==> config.mk <==
export PLATFORM = sky130hd
export DESIGN_NAME = uart_tx_arbiter_flat
export DESIGN_NICKNAME = d
export VERILOG_FILES = /design/src/rtl/uart_tx_arbiter_if.sv /design/src/rtl/uart_tx_arbiter.sv /design/src/flat_wrapper.sv
export SDC_FILE = /design/constraint.sdc
export NUM_CORES = 1
export LEC_CHECK = 0
export ABC_AREA = 1
export BUFFER_PORTS_ARGS = -buffer_cell sky130_fd_sc_hd__buf_2
export CORE_UTILIZATION = 49
export CTS_BUF_LIST = sky130_fd_sc_hd__clkbuf_2
export DETAILED_ROUTE_END_ITERATION = 16
export PLACE_DENSITY_LB_ADDON = 0.25
export RECOVER_POWER = 100
export SYNTH_ARGS = -nofsm -noshare
export SYNTH_HDL_FRONTEND = slang
export SYNTH_SLANG_ARGS = --single-unit
==> constraint.sdc <==
create_clock -name clk -period 1.8 [get_ports clk]
set_input_delay 0.36 -clock clk [delete_from_list [all_inputs] [get_ports clk]]
set_output_delay 0.36 -clock clk [all_outputs]
set_load 0.005 [all_outputs]
==> src/rtl/uart_tx_arbiter_if.sv <==
// rtl/uart_tx_arbiter_if.sv - byte-source and transmitter handshake bundle for uart_tx_arbiter
//
// Purpose : groups the per-source byte streams, the transmitter load/status
//           strobes and the grant status into one interface.
// Signals : req_valid/req_data/req_last  per-source byte stream (source i at [8*i+7:8*i])
//           req_ready                    per-source accept strobe (at most one bit high)
//           tx_start/tx_data             transmitter load pulse and byte
//           tx_busy/tx_done              transmitter status and frame-complete pulse
//           grant_id/grant_active        current/last grant and hold flag
// Modports: master = the arbiter, slave = sources plus transmitter environment.

interface uart_tx_arbiter_if #(
    parameter int NUM_REQ = 4,
    parameter int GRANT_W = 2
);
    logic [NUM_REQ-1:0]   req_valid;
    logic [NUM_REQ*8-1:0] req_data;
    logic [NUM_REQ-1:0]   req_last;
    logic [NUM_REQ-1:0]   req_ready;
    logic                 tx_start;
    logic [7:0]           tx_data;
    logic                 tx_busy;
    logic                 tx_done;
    logic [GRANT_W-1:0]   grant_id;
    logic                 grant_active;

    modport master (
        input  req_valid, req_data, req_last, tx_busy, tx_done,
        output req_ready, tx_start, tx_data, grant_id, grant_active
    );

    modport slave (
        output req_valid, req_data, req_last, tx_busy, tx_done,
        input  req_ready, tx_start, tx_data, grant_id, grant_active
    );
endinterface

==> src/rtl/uart_tx_arbiter.sv <==
// rtl/uart_tx_arbiter.sv - round-robin arbiter sharing one UART transmitter among byte sources
//
// Purpose : grants the transmitter to one source per packet in round-robin order.
//           The granted source streams bytes until it flags last, reaches
//           MAX_BURST bytes, or holds valid low for HOLD_TIMEOUT cycles.
// Ports   : clk    system clock
//           rst_n  asynchronous active-low reset
//           bus    uart_tx_arbiter_if.master (source streams, transmitter strobes, grant status)
// Params  : NUM_REQ (>=2), GRANT_W = clog2(NUM_REQ), MAX_BURST (1..255), HOLD_TIMEOUT (1..255)

module uart_tx_arbiter #(
    parameter int NUM_REQ      = 4,
    parameter int GRANT_W      = 2,
    parameter int MAX_BURST    = 16,
    parameter int HOLD_TIMEOUT = 255
) (
    input  logic              clk,
    input  logic              rst_n,
    uart_tx_arbiter_if.master bus
);

    typedef enum logic [1:0] {
        ST_IDLE = 2'd0,
        ST_SEND = 2'd1,
        ST_WAIT = 2'd2
    } state_e;

    localparam logic [7:0]         BURST_LIMIT = 8'(MAX_BURST);
    // Release fires on the cycle the counter would reach HOLD_TIMEOUT, so the
    // grant drops exactly HOLD_TIMEOUT cycles after SEND is entered.
    localparam logic [7:0]         STALL_LAST  = 8'(HOLD_TIMEOUT - 1);
    localparam logic [GRANT_W-1:0] GRANT_RST   = GRANT_W'(NUM_REQ - 1);

    state_e             state_q,        state_d;
    logic [GRANT_W-1:0] grant_id_q,     grant_id_d;
    logic               grant_active_q, grant_active_d;
    logic [7:0]         burst_cnt_q,    burst_cnt_d;
    logic [7:0]         stall_cnt_q,    stall_cnt_d;
    logic [7:0]         tx_data_q,      tx_data_d;
    logic               tx_start_q,     tx_start_d;
    logic               last_q,         last_d;

    logic               g_valid;
    logic               g_last;
    logic [7:0]         g_data;
    logic               accept;
    logic               pick_found;
    logic [GRANT_W-1:0] pick_id;
    logic [NUM_REQ-1:0] req_ready_w;

    // View of the currently granted source.
    always_comb begin
        g_valid = 1'b0;
        g_last  = 1'b0;
        g_data  = 8'h00;
        for (int j = 0; j < NUM_REQ; j++) begin
            if (grant_id_q == GRANT_W'(j)) begin
                g_valid = bus.req_valid[j];
                g_last  = bus.req_last[j];
                g_data  = bus.req_data[8*j +: 8];
            end
        end
    end

    assign accept = (state_q == ST_SEND) && g_valid && !bus.tx_busy;

    // Round-robin search starting one past the last grant. Offsets are walked
    // from the farthest to the nearest so the nearest valid source is the
    // final assignment and wins.
    always_comb begin
        int idx;
        idx        = 0;
        pick_found = 1'b0;
        pick_id    = grant_id_q;
        for (int k = NUM_REQ; k >= 1; k--) begin
            idx = int'(grant_id_q) + k;
            if (idx >= NUM_REQ) begin
                idx = idx - NUM_REQ;
            end
            for (int j = 0; j < NUM_REQ; j++) begin
                if ((j == idx) && bus.req_valid[j]) begin
                    pick_found = 1'b1;
                    pick_id    = GRANT_W'(j);
                end
            end
        end
    end

    // State register.
    always_ff @(posedge clk or negedge rst_n) begin
        if (!rst_n) begin
            state_q        <= ST_IDLE;
            grant_id_q     <= GRANT_RST;
            grant_active_q <= 1'b0;
            burst_cnt_q    <= 8'h00;
            stall_cnt_q    <= 8'h00;
            tx_data_q      <= 8'h00;
            tx_start_q     <= 1'b0;
            last_q         <= 1'b0;
        end else begin
            state_q        <= state_d;
            grant_id_q     <= grant_id_d;
            grant_active_q <= grant_active_d;
            burst_cnt_q    <= burst_cnt_d;
            stall_cnt_q    <= stall_cnt_d;
            tx_data_q      <= tx_data_d;
            tx_start_q     <= tx_start_d;
            last_q         <= last_d;
        end
    end

    // Next-state and datapath updates.
    always_comb begin
        state_d        = state_q;
        grant_id_d     = grant_id_q;
        grant_active_d = grant_active_q;
        burst_cnt_d    = burst_cnt_q;
        stall_cnt_d    = stall_cnt_q;
        tx_data_d      = tx_data_q;
        tx_start_d     = 1'b0;
        last_d         = last_q;

        case (state_q)
            ST_IDLE: begin
                grant_active_d = 1'b0;
                if (pick_found) begin
                    grant_id_d     = pick_id;
                    grant_active_d = 1'b1;
                    burst_cnt_d    = 8'h00;
                    stall_cnt_d    = 8'h00;
                    state_d        = ST_SEND;
                end
            end

            ST_SEND: begin
                if (accept) begin
                    tx_data_d   = g_data;
                    tx_start_d  = 1'b1;
                    last_d      = g_last;
                    burst_cnt_d = burst_cnt_q + 8'h01;
                    stall_cnt_d = 8'h00;
                    state_d     = ST_WAIT;
                end else if (!g_valid && !bus.tx_busy) begin
                    // A stalled source only burns hold time while the
                    // transmitter could actually take a byte.
                    if (stall_cnt_q == STALL_LAST) begin
                        // grant_id is kept so the next search starts after it.
                        stall_cnt_d    = 8'h00;
                        grant_active_d = 1'b0;
                        state_d        = ST_IDLE;
                    end else begin
                        stall_cnt_d = stall_cnt_q + 8'h01;
                    end
                end
            end

            ST_WAIT: begin
                if (bus.tx_done) begin
                    if (last_q || (burst_cnt_q == BURST_LIMIT)) begin
                        grant_active_d = 1'b0;
                        state_d        = ST_IDLE;
                    end else begin
                        state_d = ST_SEND;
                    end
                end
            end

            default: begin
                grant_active_d = 1'b0;
                state_d        = ST_IDLE;
            end
        endcase
    end

    // Outputs: accept strobe is combinational, everything else registered.
    always_comb begin
        req_ready_w = '0;
        if ((state_q == ST_SEND) && !bus.tx_busy) begin
            for (int j = 0; j < NUM_REQ; j++) begin
                if (grant_id_q == GRANT_W'(j)) begin
                    req_ready_w[j] = bus.req_valid[j];
                end
            end
        end
    end

    assign bus.req_ready    = req_ready_w;
    assign bus.tx_start     = tx_start_q;
    assign bus.tx_data      = tx_data_q;
    assign bus.grant_id     = grant_id_q;
    assign bus.grant_active = grant_active_q;

endmodule
==> src/flat_wrapper.sv <==
// flat-port wrapper written by rule: the top's interface ports become plain ports
module uart_tx_arbiter_flat 
#(
    parameter int NUM_REQ      = 4,
    parameter int GRANT_W      = 2,
    parameter int MAX_BURST    = 16,
    parameter int HOLD_TIMEOUT = 255
)
  (clk, rst_n, bus_req_valid, bus_req_data, bus_req_last, bus_tx_busy, bus_tx_done, bus_req_ready, bus_tx_start, bus_tx_data, bus_grant_id, bus_grant_active);
  uart_tx_arbiter_if #(.NUM_REQ(NUM_REQ), .GRANT_W(GRANT_W)) bus_i ();
  input  logic clk;
  input  logic rst_n;
  input wire logic [$bits(bus_i.req_valid)-1:0] bus_req_valid;
  input wire logic [$bits(bus_i.req_data)-1:0] bus_req_data;
  input wire logic [$bits(bus_i.req_last)-1:0] bus_req_last;
  input wire logic [$bits(bus_i.tx_busy)-1:0] bus_tx_busy;
  input wire logic [$bits(bus_i.tx_done)-1:0] bus_tx_done;
  output wire logic [$bits(bus_i.req_ready)-1:0] bus_req_ready;
  output wire logic [$bits(bus_i.tx_start)-1:0] bus_tx_start;
  output wire logic [$bits(bus_i.tx_data)-1:0] bus_tx_data;
  output wire logic [$bits(bus_i.grant_id)-1:0] bus_grant_id;
  output wire logic [$bits(bus_i.grant_active)-1:0] bus_grant_active;
  assign bus_i.req_valid = bus_req_valid;
  assign bus_i.req_data = bus_req_data;
  assign bus_i.req_last = bus_req_last;
  assign bus_i.tx_busy = bus_tx_busy;
  assign bus_i.tx_done = bus_tx_done;
  assign bus_req_ready = bus_i.req_ready;
  assign bus_tx_start = bus_i.tx_start;
  assign bus_tx_data = bus_i.tx_data;
  assign bus_grant_id = bus_i.grant_id;
  assign bus_grant_active = bus_i.grant_active;
  uart_tx_arbiter #(.NUM_REQ(NUM_REQ), .GRANT_W(GRANT_W), .MAX_BURST(MAX_BURST), .HOLD_TIMEOUT(HOLD_TIMEOUT)) u_core (.clk(clk), .rst_n(rst_n), .bus(bus_i));
endmodule
### Word level (Yosys, flattened, before mapping)

Index checks and enable logic that the tools add are counted.

| word-level totals | value |
|---|---|
| memory bits (read-only) | 0 |
| memory bits (writable) | 0 |
| memories | 0 |
| bits in latches | 0 |
| logic and storage cells | 162 |
| input bits | 44 |
| register bits after elaboration | 31 |
| output and inout port bits | 16 |

| cells by class | value |
|---|---|
| mux-type cells | 75 |
| shifts and indexed selects | 0 |
| $mul | 0 |
| $lt $le $gt $ge | 4 |
| bitwise operators | 0 |
| equality and inequality tests | 28 |
| add/sub/neg operators | 10 |
| divide/modulo/power cells | 0 |
| reductions and logical operators | 37 |

Operators by type and width:

| operator | number |
|---|---|
| 3-bit by 32-bit equality test with 1-bit output, first input constant | 8 |
| 2-bit by 32-bit equality test with 1-bit output, first input constant | 4 |
| 32-bit by 4-bit >= comparator with 1-bit output, second input constant | 4 |
| 32-bit logical NOT | 4 |
| 32-bit 2-to-1 mux | 4 |
| 32-bit by 4-bit subtractor with 32-bit output, second input constant | 4 |
| 8-bit 2-to-1 mux | 9 |
| 2-bit 2-to-1 mux | 21 |
| 1-bit 2-to-1 mux | 36 |
| 8-bit case mux with 2 select lines | 2 |
| 1-bit logical AND | 20 |
| 8-bit by 1-bit adder with 8-bit output, second input constant | 2 |
| 16-bit nonzero test | 1 |
| 2-bit by 1-bit != test with 1-bit output, second input constant | 5 |
| 3-bit AND reduction | 3 |
| 8-bit by 5-bit equality test with 1-bit output, second input constant | 1 |
| 8-bit equality test, second input constant | 1 |
| 2-bit by 2-bit adder with 3-bit output, second input constant | 2 |
| 2-bit equality test, second input constant | 3 |
| 3-bit by 1-bit != test with 1-bit output, second input constant | 2 |
| 2-bit case mux with 3 select lines | 1 |
| 5-bit AND reduction | 1 |
| 2-bit by 3-bit adder with 4-bit output, second input constant | 1 |
| 2-bit by 1-bit equality test with 1-bit output, second input constant | 2 |
| other kinds (10) | 13 |

### Longest topological paths before layout

Gate-level depths: netlist of the first run.

| depth | value |
|---|---|
| depth after elaboration | 23 |
| depth in mapped cells | 16 |
| depth with buffers taken out | 15 |

### Worst setup path before layout of the first run

Ideal clock, no wire load.

| path | value |
|---|---|
| kind | register to register |
| from | reg u_core.grant_id_q[0], in the netlist u_core.bus.grant_id[0] |
| to | reg u_core.burst_cnt_q[2] |
| library setup time | 0.126 ns |
| slack | 0.006 ns |
| arrival | 1.668 ns |
| path buffers | 2 |
| required time | 1.674 ns |
| clock period less this slack | 1.794 ns |
| cell stages (with the launch flop) | 14 |
| cell sequence | dfstp_2 -> inv_1 -> nor2_2 -> buf_6 -> nand2_4 -> nand2_2 -> nor2_2 -> nand2_4 -> nor2_4 -> nor2_8 -> nor2_4 -> buf_6 -> nor3_2 -> nor3_2 |

| between the ends | value |
|---|---|
| word-level cells in the longest chain between the ends | 23 |
| elaborated cells between the ends (all ways) | 77 |
| classes of those cells | add/sub: 8; order compare: 4; eq/ne: 17; mux: 24; reduce/logical: 24 |

RTL lines:

| element | line | text |
|---|---|---|
| start: declaration | uart_tx_arbiter.sv:35 | `logic [GRANT_W-1:0] grant_id_q, grant_id_d;` |
| start signal: assignment | uart_tx_arbiter.sv:102 | `grant_id_q <= grant_id_d;` |
| 2-bit by 3-bit adder with 4-bit output | uart_tx_arbiter.sv:76 | `idx = int'(grant_id_q) + k;` |
| 32-bit by 4-bit subtractor with 32-bit output or 32-bit by 4-bit >= comparator with 1-bit output (tied branches) | uart_tx_arbiter.sv:78, uart_tx_arbiter.sv:77 |  |
| 32-bit 2-to-1 mux | uart_tx_arbiter.sv:77 | `if (idx >= NUM_REQ) begin` |
| 32-bit logical NOT | uart_tx_arbiter.sv:81 | `if ((j == idx) && bus.req_valid[j]) begin` |
| 1-bit logical AND | uart_tx_arbiter.sv:81 |  |
| 1-bit 2-to-1 mux (16 in a row) | uart_tx_arbiter.sv:81 |  |
| 2-bit by 1-bit != test with 1-bit output (no line) | n/a |  |
| 3-bit AND reduction (no line) * | n/a |  |
| end signal: assignment | uart_tx_arbiter.sv:104 | `burst_cnt_q <= burst_cnt_d;` |
| end: declaration | uart_tx_arbiter.sv:37 | `logic [7:0] burst_cnt_q, burst_cnt_d;` |

Mark *: on every way between the ends. The rest lies on a longest branch, timed or not.
A chain may end at the register's enable or synchronous reset.

### Final worst setup path of the first run

| path | value |
|---|---|
| from | reg u_core.grant_id_q[1], in the netlist u_core.bus.grant_id[1] |
| to | out bus_req_ready[2] |

| between the ends | value |
|---|---|
| word-level cells in the longest chain between the ends | 3 |

RTL lines:

| element | line | text |
|---|---|---|
| 2-bit equality test | uart_tx_arbiter.sv:180 | `if (grant_id_q == GRANT_W'(j)) begin` |
| 1-bit 2-to-1 mux | uart_tx_arbiter.sv:180 |  |
| 4-bit 2-to-1 mux | uart_tx_arbiter.sv:178 | `if ((state_q == ST_SEND) && !bus.tx_busy) begin` |
| end: declaration | flat_wrapper.sv:18 | `output wire logic [$bits(bus_i.req_ready)-1:0] bus_req_ready;` |

Every way passes these cells.

==> impl_metrics.tcl, run 1 <==
set metrics [dict create \
    status "finished with violations" \
    violations "setup timing" \
    die_h_um 67.5 \
    clock_sinks 31 \
    rows 23 \
    grt_start_max_net_pins 32 \
    regArea_um2 778 \
    core-area_um2 4060 \
    p_seq_share_pct 21.8 \
    synth_seq_cells 31 \
    hold_viol 0 \
    power.switching_mw 2.33 \
    p_leak_nw 1.47 \
    drv_cap 0 \
    ant_nets 0 \
    fmax_ghz 0.493 \
    p_sw_share_pct 46.5 \
    clk_path_buf_depth 2 \
    fin_nets 425 \
    drc 0 \
    drive_above_1_share_pct 45.0 \
    synth.top_cell.area_share_pct 34.5 \
    numCtsBuffers 5 \
    finalSetupTns_ns -4.30 \
    vias 2180 \
    place_hpwl_mm 3.67 \
    dieArea_um2 4560 \
    num-fill-cells 286 \
    yosysWarnings 0 \
    drt-initial-drc-count 86 \
    cts-htree-levels 2 \
    cp.required_ns 1.44 \
    overflow 0 \
    setup_ws_ns -0.229 \
    path_cells "inv_2 > nor2_4 > nand2_2 > buf_4 > nor2_2 > buf_2" \
    clockPowerShare_pct 9.7 \
    grt_pass1_wl_mm 8.61 \
    clk_latency_ns 0.39 \
    ys_seq_area_share_pct 37.0 \
    crit_arrival_ns 1.67 \
    root_buffer "clkbuf_2" \
    start_util_pct 51.8 \
    synth_cell_types 31 \
    end_kind "output port" \
    synth_area_um2 2100 \
    start_kind "register" \
    firstDrtPassIters 5 \
    cp_max_fo 5 \
    gp_congestion 0.933 \
    io_buffer_count 59 \
    antenna_cells 0 \
    p_comb_share_pct 68.4 \
    synthTopCellsByArea "dfrtp_1, nand2_1, a21oi_1, nand3_1, nor2_1" \
    syn_area_per_cell_um2 7.67 \
    track_usage_pct 25.0 \
    slew_violations 0 \
    period_minus_slack_ns 2.03 \
    p_int_mw 2.68 \
    slew_headroom_pct 48.7 \
    cp_slowest_cell "dfstp_2" \
    num_io_pins 60 \
    worst_path_largest_cell_delay_ns 0.62 \
    antenna_found_initial 0 \
    syn_to_final_growth_pct 41.8 \
    hold_class "in2reg" \
    routed_wl_mm 5.48 \
    worstSetupPathType "reg2out" \
    rsz0062_at_grt "true" \
    avgViaCountPerCell 5.09 \
    utilization_pct 73.5 \
    multiInputGateArea_um2 1340 \
    grt_pass1_vias 2033 \
    die_x_um 67.5 \
    cts_tree "built" \
    synth_fp_nets 322 \
    ir_drop_mv 1.16 \
    p_per_area_nw_per_um2 1680 \
    fin_skew_ns 0.0313 \
    min_period_over_period_pct 113 \
    synthCells 274 \
    cts.clk_slew.worst_paths_ns 0.19 \
    netlist.top_cell.by_area "dfrtp_1" \
    finalSetupViolCount 32 \
    worst_pin_slew_ns 0.770 \
    wire_per_inst_um 12.8 \
]
==> layer usage <==
metal  up-vias  global-route usage [%]  routed length (µm)
li1       1099                       -                   -
met1       981                    31.0                2360
met2        82                    41.2                2710
met3        18                    4.90                 248
met4         0                    12.0                 161
met5         -                       0                   0
==> synthesized netlist by cell type, drive strengths merged <==
cell type and count:
xor2 6, ha 4, a211oi 1, dfrtp 29
xnor2 4, o21ai 19, a21oi 15, dfstp 2
clkbuf 3, or2 1, nor3 6, nand4 3
o31ai 5, nor4 1, a221oi 2, buf 4
nand2 95, nor2 38, inv 20, nand3 15
a311oi 1
==> final timing paths <==
| path | startpoint | to | slack, ns | cells after the start |
|---|---|---|---|---|
| min | bus_req_data[21] | u_core.bus.tx_data[5]$_DFFE_PN0P_ | 0.24 | 3 |
| max reg2reg | u_core.bus.grant_id[0]$_DFFE_PN1P_ | u_core.burst_cnt_q[3]$_DFFE_PN0P_ | -0.18 | 12 |
| min in group asynchronous | rst_n | u_core.burst_cnt_q[6]$_DFFE_PN0P_ | 0.54 | 2 |
| max | u_core.bus.grant_id[1]$_DFFE_PN1P_ | bus_req_ready[2] | -0.23 | 6 |
| max in group asynchronous | rst_n | u_core.burst_cnt_q[2]$_DFFE_PN0P_ | 0.75 | 2 |
| min reg2reg | u_core.bus.tx_data[3]$_DFFE_PN0P_ | u_core.bus.tx_data[3]$_DFFE_PN0P_ | 0.51 | 2 |
==> what timing repair did <==
item | CTS | global route
setup buffers | 13 | 7
gates resized for setup | 26 | 20
pin swaps | 16 | 11
endpoints found under the setup margin | 32 | 34
endpoints found under the hold margin | 4 | 0
hold buffers | 1 | 0
==> cells by family (layout without fill, tap and decap cells) <==
kind of cell | after synthesis | in the layout | synth area share (%)
xor+xnor | 10 | 10 | 4.17
flops | 31 | 31 | 37.0
buf+inv | 27 | 131 | 6.37
compound gates | 43 | 43 | 12.7
fa+ha+maj | 4 | 4 | 2.38
simple gates | 159 | 159 | 37.4
==> registers in the layout (all words and copies together) (netlist names) <==
register and flops:
u_core.bus.grant_id 2, u_core.bus.tx_data 8, u_core.burst_cnt_q 8, u_core.bus.grant_active 1, u_core.last_q 1, u_core.bus.tx_start 1, u_core.stall_cnt_q 8, u_core.state_q 2
==> final cells by class <==
type | count | area share [%]
Tap cell | 50 | 2.10
Sequential cell | 31 | 26.1
Timing Repair Buffer | 103 | 22.0
Multi-Input combinational cell | 216 | 44.9
Clock buffer | 5 | 0.840
Inverter | 20 | 2.77
Clock inverter | 3 | 1.30
==> metrics by stage <==
step,instances,cell area (µm²),setup slack (ns),hold WS [ns],total power [mW]
2_1_floorplan,274,2100,0.00632,0.0644,2.88
3_3_place_gp,399,2590,-0.0944,0.442,3.68
6_report,428,2980,-0.229,0.245,5.01
3_5_place_dp,399,2590,-0.124,0.446,3.73
4_1_cts,421,2860,-0.156,0.241,4.68
5_1_grt,428,2980,-0.314,0.250,5.38
==> power groups by stage <==
stage	sequential (mW)	clock [mW]	combinational (mW)
3_5_place_dp	1.09	0	2.64
4_1_cts	1.08	0.494	3.10
3_3_place_gp	1.08	0	2.60
6_report	1.09	0.488	3.43
2_1_floorplan	1.08	0	1.80
5_1_grt	1.12	0.522	3.74
==> layout by cell type (no fill, tap or decap), types with 11 or more instances in the layout <==
cell type and n:
inv_1 11, buf_2 51, buf_4 36, nor2_1 17, nand2_1 73, nand3_1 14
nor2_4 12, dfrtp_1 29, o21ai_0 11, a21oi_1 12, nand2_2 17
==> worst max-delay path: cells and delay by family, from the launching register on <==
family,cells,cell delay [ns]
DFF,1,0.62
and+or+nand+nor,3,0.30
buffers and inverters,3,0.35
Note: power is estimated with default switching activity, not from simulation.
==> run 2: changes to the inputs <==
- CELL_PAD_IN_SITES_DETAIL_PLACEMENT: default -> 0
- CELL_PAD_IN_SITES_GLOBAL_PLACEMENT: default -> 1
- CORE_UTILIZATION: 49 -> 35
==> run 2 against run 1 <==
- cell count rose by 4.9%
- sequential cell count did not move
- fmax rose by 4.0%
- the run ends with capacitance limit, slew limit, setup timing left
- critical path depth rose by 8
- final area barely moved
- global-route usage fell by 6.3 points
- largest cell class unchanged
- count of clock-buffer cells in the layout rose by 1
- critical path type is now reg2reg
- via count fell by 5.0%
==> impl_metrics.tcl, run 2 (synthesized netlist as in run 1, its figures left out) <==
set metrics [dict create \
    drive_above_1_share_pct 46.4 \
    clockPowerShare_pct 6.7 \
    crit_arrival_ns 2.25 \
    fin_skew_ns 0.0112 \
    num_io_pins 60 \
    drv_cap 1 \
    p_leak_nw 1.47 \
    layout_commonest_cell "nand2_1" \
    cts-htree-levels 2 \
    p_per_area_nw_per_um2 1610 \
    firstDrtPassIters 6 \
    min_period_over_period_pct 108 \
    power.switching_mw 2.24 \
    mostFrequentLayoutCells "nand2_1, buf_2, buf_4" \
    p_sw_share_pct 46.8 \
    hold_depth 3 \
    die_h_um 79.5 \
    slew_violations 32 \
    cts_tree "built" \
    fin_nets 424 \
    antenna_found_initial 0 \
    crit_family "simple AND/OR/NAND/NOR gates" \
    end_kind "register" \
    avgViaCountPerCell 4.61 \
    cts.clk_slew.worst_paths_ns 0.15 \
    io_buffer_count 59 \
    cp_max_fo 7 \
    slew_headroom_pct -10.1 \
    clock_sinks 31 \
    track_usage_pct 18.7 \
    clk_latency_ns 0.35 \
    routed_wl_mm 5.25 \
    finalSetupTns_ns -2.24 \
    worstSetupPathType "reg2reg" \
    status "finished with violations" \
    post-route-cell-area_um2 2980 \
    violations "capacitance limit, slew limit, setup timing" \
    p_comb_share_pct 70.5 \
    place_hpwl_mm 4.02 \
    p_seq_share_pct 22.8 \
    grt_pass1_vias 2012 \
    dieArea_um2 6320 \
    numCtsBuffers 5 \
    overflow 0 \
    setup_ws_ns -0.150 \
    num-fill-cells 582 \
    crit_top_cell "nor2_4" \
    grt_pass1_wl_mm 9.27 \
    cp.required_ns 2.10 \
    core-area_um2 5640 \
    vias 2070 \
    start_kind "register" \
    grt_start_max_net_pins 32 \
    finalPower_mw 4.79 \
    ant_nets 0 \
    hp-start "bus_tx_done" \
    r2r-end "u_core.burst_cnt_q[3]$_DFFE_PN0P_" \
    ir_drop_mv 1.06 \
    worst_path_largest_cell_delay_ns 0.67 \
    drt-initial-drc-count 77 \
    gp_congestion 0.833 \
    multiInputGateArea_um2 1310 \
    drc 0 \
    syn_to_final_growth_pct 41.7 \
    fmax_ghz 0.513 \
    dpl-instance-area_um2 2650 \
    clk_path_buf_depth 2 \
    rows 27 \
    period_minus_slack_ns 1.95 \
    regArea_um2 778 \
    fin_cells 449 \
    root_buffer "clkbuf_2" \
    die_x_um 79.5 \
    hold_class "in2reg" \
    hold_viol 0 \
    wire_per_inst_um 11.7 \
    path_buf_inv 3 \
    dpl.cell_count 425 \
    r2r-start "u_core.bus.grant_id[0]$_DFFE_PN1P_" \
    worst_pin_slew_ns 1.65 \
    path_cells "inv_2 > nor2_4 > buf_6 > nand2_4 > nand2_4 > nor2_4 > nand2_4 > nor2_4 > nor2_8 > nor2_4 > inv_2 > nand2_2 > xor2_1 > nor2_1" \
    hold_end "u_core.state_q[1]$_DFFE_PN0P_" \
    p_int_mw 2.55 \
    cp_slowest_cell "dfstp_2" \
    antenna_cells 0 \
    hold_buffers 0 \
    worstRegToRegCells 14 \
    reg2reg_slack_ns -0.15 \
    finalSetupViolCount 26 \
    rsz0062_at_grt "true" \
    start_util_pct 37.3 \
    place_ws_ns -0.125 \
]
-- run 2: cell types whose count changed in the layout (fill, tap and decap cells not counted), sizes merged --
cell	change
buf	+3
clkbuf	-2
bufinv	-1
dlygate4sd3	-1
-- run 2: worst max-delay path by stage --
| stage | to | cells past startpoint | start |
|---|---|---|---|
| 2_1_floorplan | u_core.burst_cnt_q[2]$_DFFE_PN0P_ | 13 | u_core.bus.grant_id[0]$_DFFE_PN1P_ |
| 3_3_place_gp | u_core.stall_cnt_q[7]$_DFFE_PN0P_ | 11 | u_core.bus.grant_id[0]$_DFFE_PN1P_ |
| 3_5_place_dp | u_core.stall_cnt_q[6]$_DFFE_PN0P_ | 11 | u_core.bus.grant_id[1]$_DFFE_PN1P_ |
| 4_1_cts | bus_req_ready[2] | 8 | u_core.state_q[0]$_DFFE_PN0P_ |
| 5_1_grt | bus_req_ready[1] | 5 | u_core.bus.grant_id[0]$_DFFE_PN1P_ |
| 6_report | u_core.burst_cnt_q[3]$_DFFE_PN0P_ | 14 | u_core.bus.grant_id[0]$_DFFE_PN1P_ |
-- run 2: final cells by class --
class | instances | share of cell area [%]
sequential | 31 | 26.1
clock inverter | 2 | 0.252
multi-input combinational | 216 | 44.1
clock buffer | 6 | 1.01
timing repair buffer | 102 | 22.5
inverter | 20 | 3.03
tap | 72 | 3.03
-- run 2: stage by stage --
stage	hold slack (ns)	util (%)
after floorplan	0.0644	-
after global placement	0.452	46.9
after detailed placement	0.454	46.9
after CTS	0.0132	51.1
after global routing	0.240	52.8
final	0.268	52.8
-- run 2: repair_timing --
item	CTS	global route
gates resized for setup	29	25
cloned	0	0
endpoints found under the setup margin	31	34
pin swaps	9	10
buffers inserted	10	6
-- run 2: tightest hold or removal path, delay by kind of cell --
family | cells | cell delay [ns]
buf+inv | 1 | 0.08
simple gates | 2 | 0.16
-- run 2: power by group through the flow --
stage / Combinational, mW / Clock (mW) / Sequential, mW
finish: 3.38 / 0.322 / 1.09
CTS: 3.19 / 0.346 / 1.09
global route: 3.75 / 0.380 / 1.12
detailed placement: 2.76 / 0 / 1.09
floorplan: 1.80 / 0 / 1.08
global placement: 2.78 / 0 / 1.08
-- run 2: routing by layer --
| layer | track usage, % | share of wire [%] |
|---|---|---|
| met2 | 30.9 | 50 |
| met4 | 5.45 | 0.65 |
| met5 | 0 | 0 |
| met3 | 3.31 | 3.3 |
| met1 | 24.8 | 46 |
==> run 3: changes to the inputs <==
- clock period: 1.8 -> 1.7 ns (I/O delays scaled with it)
==> run 3 against run 2 <==
- the run ends with setup timing left
- clock power is 18% higher
- first-iteration DRC count fell by 5.2%
- fmax fell by 1.9%
- sequential cell count unchanged
- wire length rose by 4.0%
- critical path depth fell by 1
- non-clock buffer count up 11
- setup slack lost 0.14 ns
- via count increased by 2.2%
- global-route usage up 0.68 points
- sequential share of layout area fell by 0.86 points
- largest cell class unchanged
==> impl_metrics.tcl, run 3 (synthesized netlist as in run 1, its figures left out) <==
set metrics [dict create \
    status "finished with violations" \
    violations "setup timing" \
    fin_nets 435 \
    p_int_mw 2.82 \
    crit_top_cell "nor2_4" \
    setup_ws_ns -0.289 \
    avgViaCountPerCell 4.60 \
    clock_sinks 31 \
    worst_pin_slew_ns 0.790 \
    cp.required_ns 2.02 \
    die_x_um 79.5 \
    power.switching_mw 2.45 \
    root_buffer "clkbuf_2" \
    drt-initial-drc-count 73 \
    drive_above_1_share_pct 47.9 \
    p_leak_nw 1.51 \
    cp_slowest_cell "dfstp_2" \
    cp_max_fo 5 \
    drv_cap 0 \
    ant_nets 0 \
    p_sw_share_pct 46.5 \
    grt_pass1_wl_mm 9.62 \
    core-area_um2 5640 \
    overflow 0 \
    hold_class "in2reg" \
    drc 0 \
    min_period_over_period_pct 117 \
    finalPower_mw 5.26 \
    clk_latency_ns 0.39 \
    grt_start_max_net_pins 32 \
    io_buffer_count 59 \
    antenna_found_initial 0 \
    slew_headroom_pct 47.3 \
    layout_commonest_cell "nand2_1" \
    mostFrequentLayoutCells "nand2_1, buf_2, buf_4" \
    hold_viol 0 \
    p_per_area_nw_per_um2 1710 \
    gp_congestion 0.810 \
    start_kind "register" \
    wire_per_inst_um 11.9 \
    cts_tree "built" \
    vias 2116 \
    clockPowerShare_pct 7.2 \
    start_util_pct 37.3 \
    syn_to_final_growth_pct 46.5 \
    clk_path_buf_depth 2 \
    track_usage_pct 19.4 \
    period_minus_slack_ns 1.99 \
    rows 27 \
    path_cells "buf_12 > nor2_4 > nand2_2 > nand2_2 > nor2_4 > nand2_4 > nor2_4 > nor2_8 > nor2_4 > inv_2 > nand2_2 > xor2_2 > nor2_1" \
    antenna_cells 0 \
    end_kind "register" \
    crit_arrival_ns 2.30 \
    worstSetupPathType "reg2reg" \
    grt_pass1_vias 2122 \
    finalSetupViolCount 34 \
    dieArea_um2 6320 \
    slew_violations 0 \
    worst_path_largest_cell_delay_ns 0.59 \
    p_seq_share_pct 22.0 \
    rsz0062_at_grt "true" \
    utilization_pct 54.6 \
    firstDrtPassIters 4 \
    cts-htree-levels 2 \
    routed_wl_mm 5.46 \
    num_io_pins 60 \
    fmax_ghz 0.503 \
    die_h_um 79.5 \
    place_hpwl_mm 4.00 \
    p_comb_share_pct 70.8 \
    fin_skew_ns 0.0203 \
    numCtsBuffers 5 \
    cts.clk_slew.worst_paths_ns 0.19 \
    ir_drop_mv 0.938 \
]
run 3: layer usage:
metal | up-vias | wire (µm) | GRT usage (%)
met1 | 940 | 2630 | 26.4
met4 | 0 | 99 | 6.73
li1 | 1116 | - | -
met2 | 52 | 2510 | 30.2
met3 | 8 | 223 | 4.00
met5 | - | 0 | 0
run 3: timing repair:
| item | in CTS | in global routing |
|---|---|---|
| setup buffers | 7 | 10 |
| hold endpoints to repair | 29 | 0 |
| setup endpoints to repair | 34 | 35 |
| resized for setup | 31 | 22 |
| hold buffers | 1 | 0 |
| pin swaps | 12 | 11 |
run 3: power groups by stage:
stage                     Sequential, mW  Clock (mW)  Combinational, mW
after CTS                           1.15       0.392               3.41
after global routing                1.19       0.448               4.14
after global placement              1.16           0               2.95
after floorplan                     1.14           0               1.92
final                               1.16       0.381               3.73
after detailed placement            1.15           0               2.96
run 3: final timing paths:
kind,slack (ns),endpoint,cells after the start,startpoint
min reg2reg,0.51,u_core.bus.tx_data[5]$_DFFE_PN0P_,2,u_core.bus.tx_data[5]$_DFFE_PN0P_
max,-0.29,u_core.burst_cnt_q[3]$_DFFE_PN0P_,13,u_core.bus.grant_id[1]$_DFFE_PN1P_
max in group asynchronous,0.58,u_core.bus.grant_active$_DFFE_PN0P_,3,rst_n
min,0.20,u_core.state_q[1]$_DFFE_PN0P_,3,bus_tx_done
min in group asynchronous,0.60,u_core.burst_cnt_q[6]$_DFFE_PN0P_,3,rst_n
max reg2reg,-0.29,u_core.burst_cnt_q[3]$_DFFE_PN0P_,13,u_core.bus.grant_id[1]$_DFFE_PN1P_
run 3: layout make-up:
type / count / area, µm²
timing repair buffer: 113 / 743
clock buffer: 6 / 30.0
inverter: 20 / 85.1
multi-input combinational: 216 / 1340
fill: 524 / 2560
clock inverter: 2 / 12.5
sequential: 31 / 778
tap: 72 / 90.1
run 3: through the flow:
stage	hold slack, ns	cell area, µm²	worst slack [ns]	cells	TNS (ns)
6_report	0.201	3080	-0.289	460	-5.13
5_1_grt	0.191	3080	-0.397	460	-8.98
4_1_cts	0.190	2950	-0.235	450	-4.36
3_5_place_dp	0.383	2700	-0.210	434	-4.39
3_3_place_gp	0.377	2700	-0.166	434	-3.00
2_1_floorplan	0.0444	2100	-0.0932	274	-0.892
run 3: worst max-delay path: cells and delay by family (launching register included):
kind | cells | cell delay, ns
AND/OR/NAND/NOR | 10 | 0.97
buffers and inverters | 2 | 0.20
flip-flops | 1 | 0.59
XOR/XNOR | 1 | 0.15
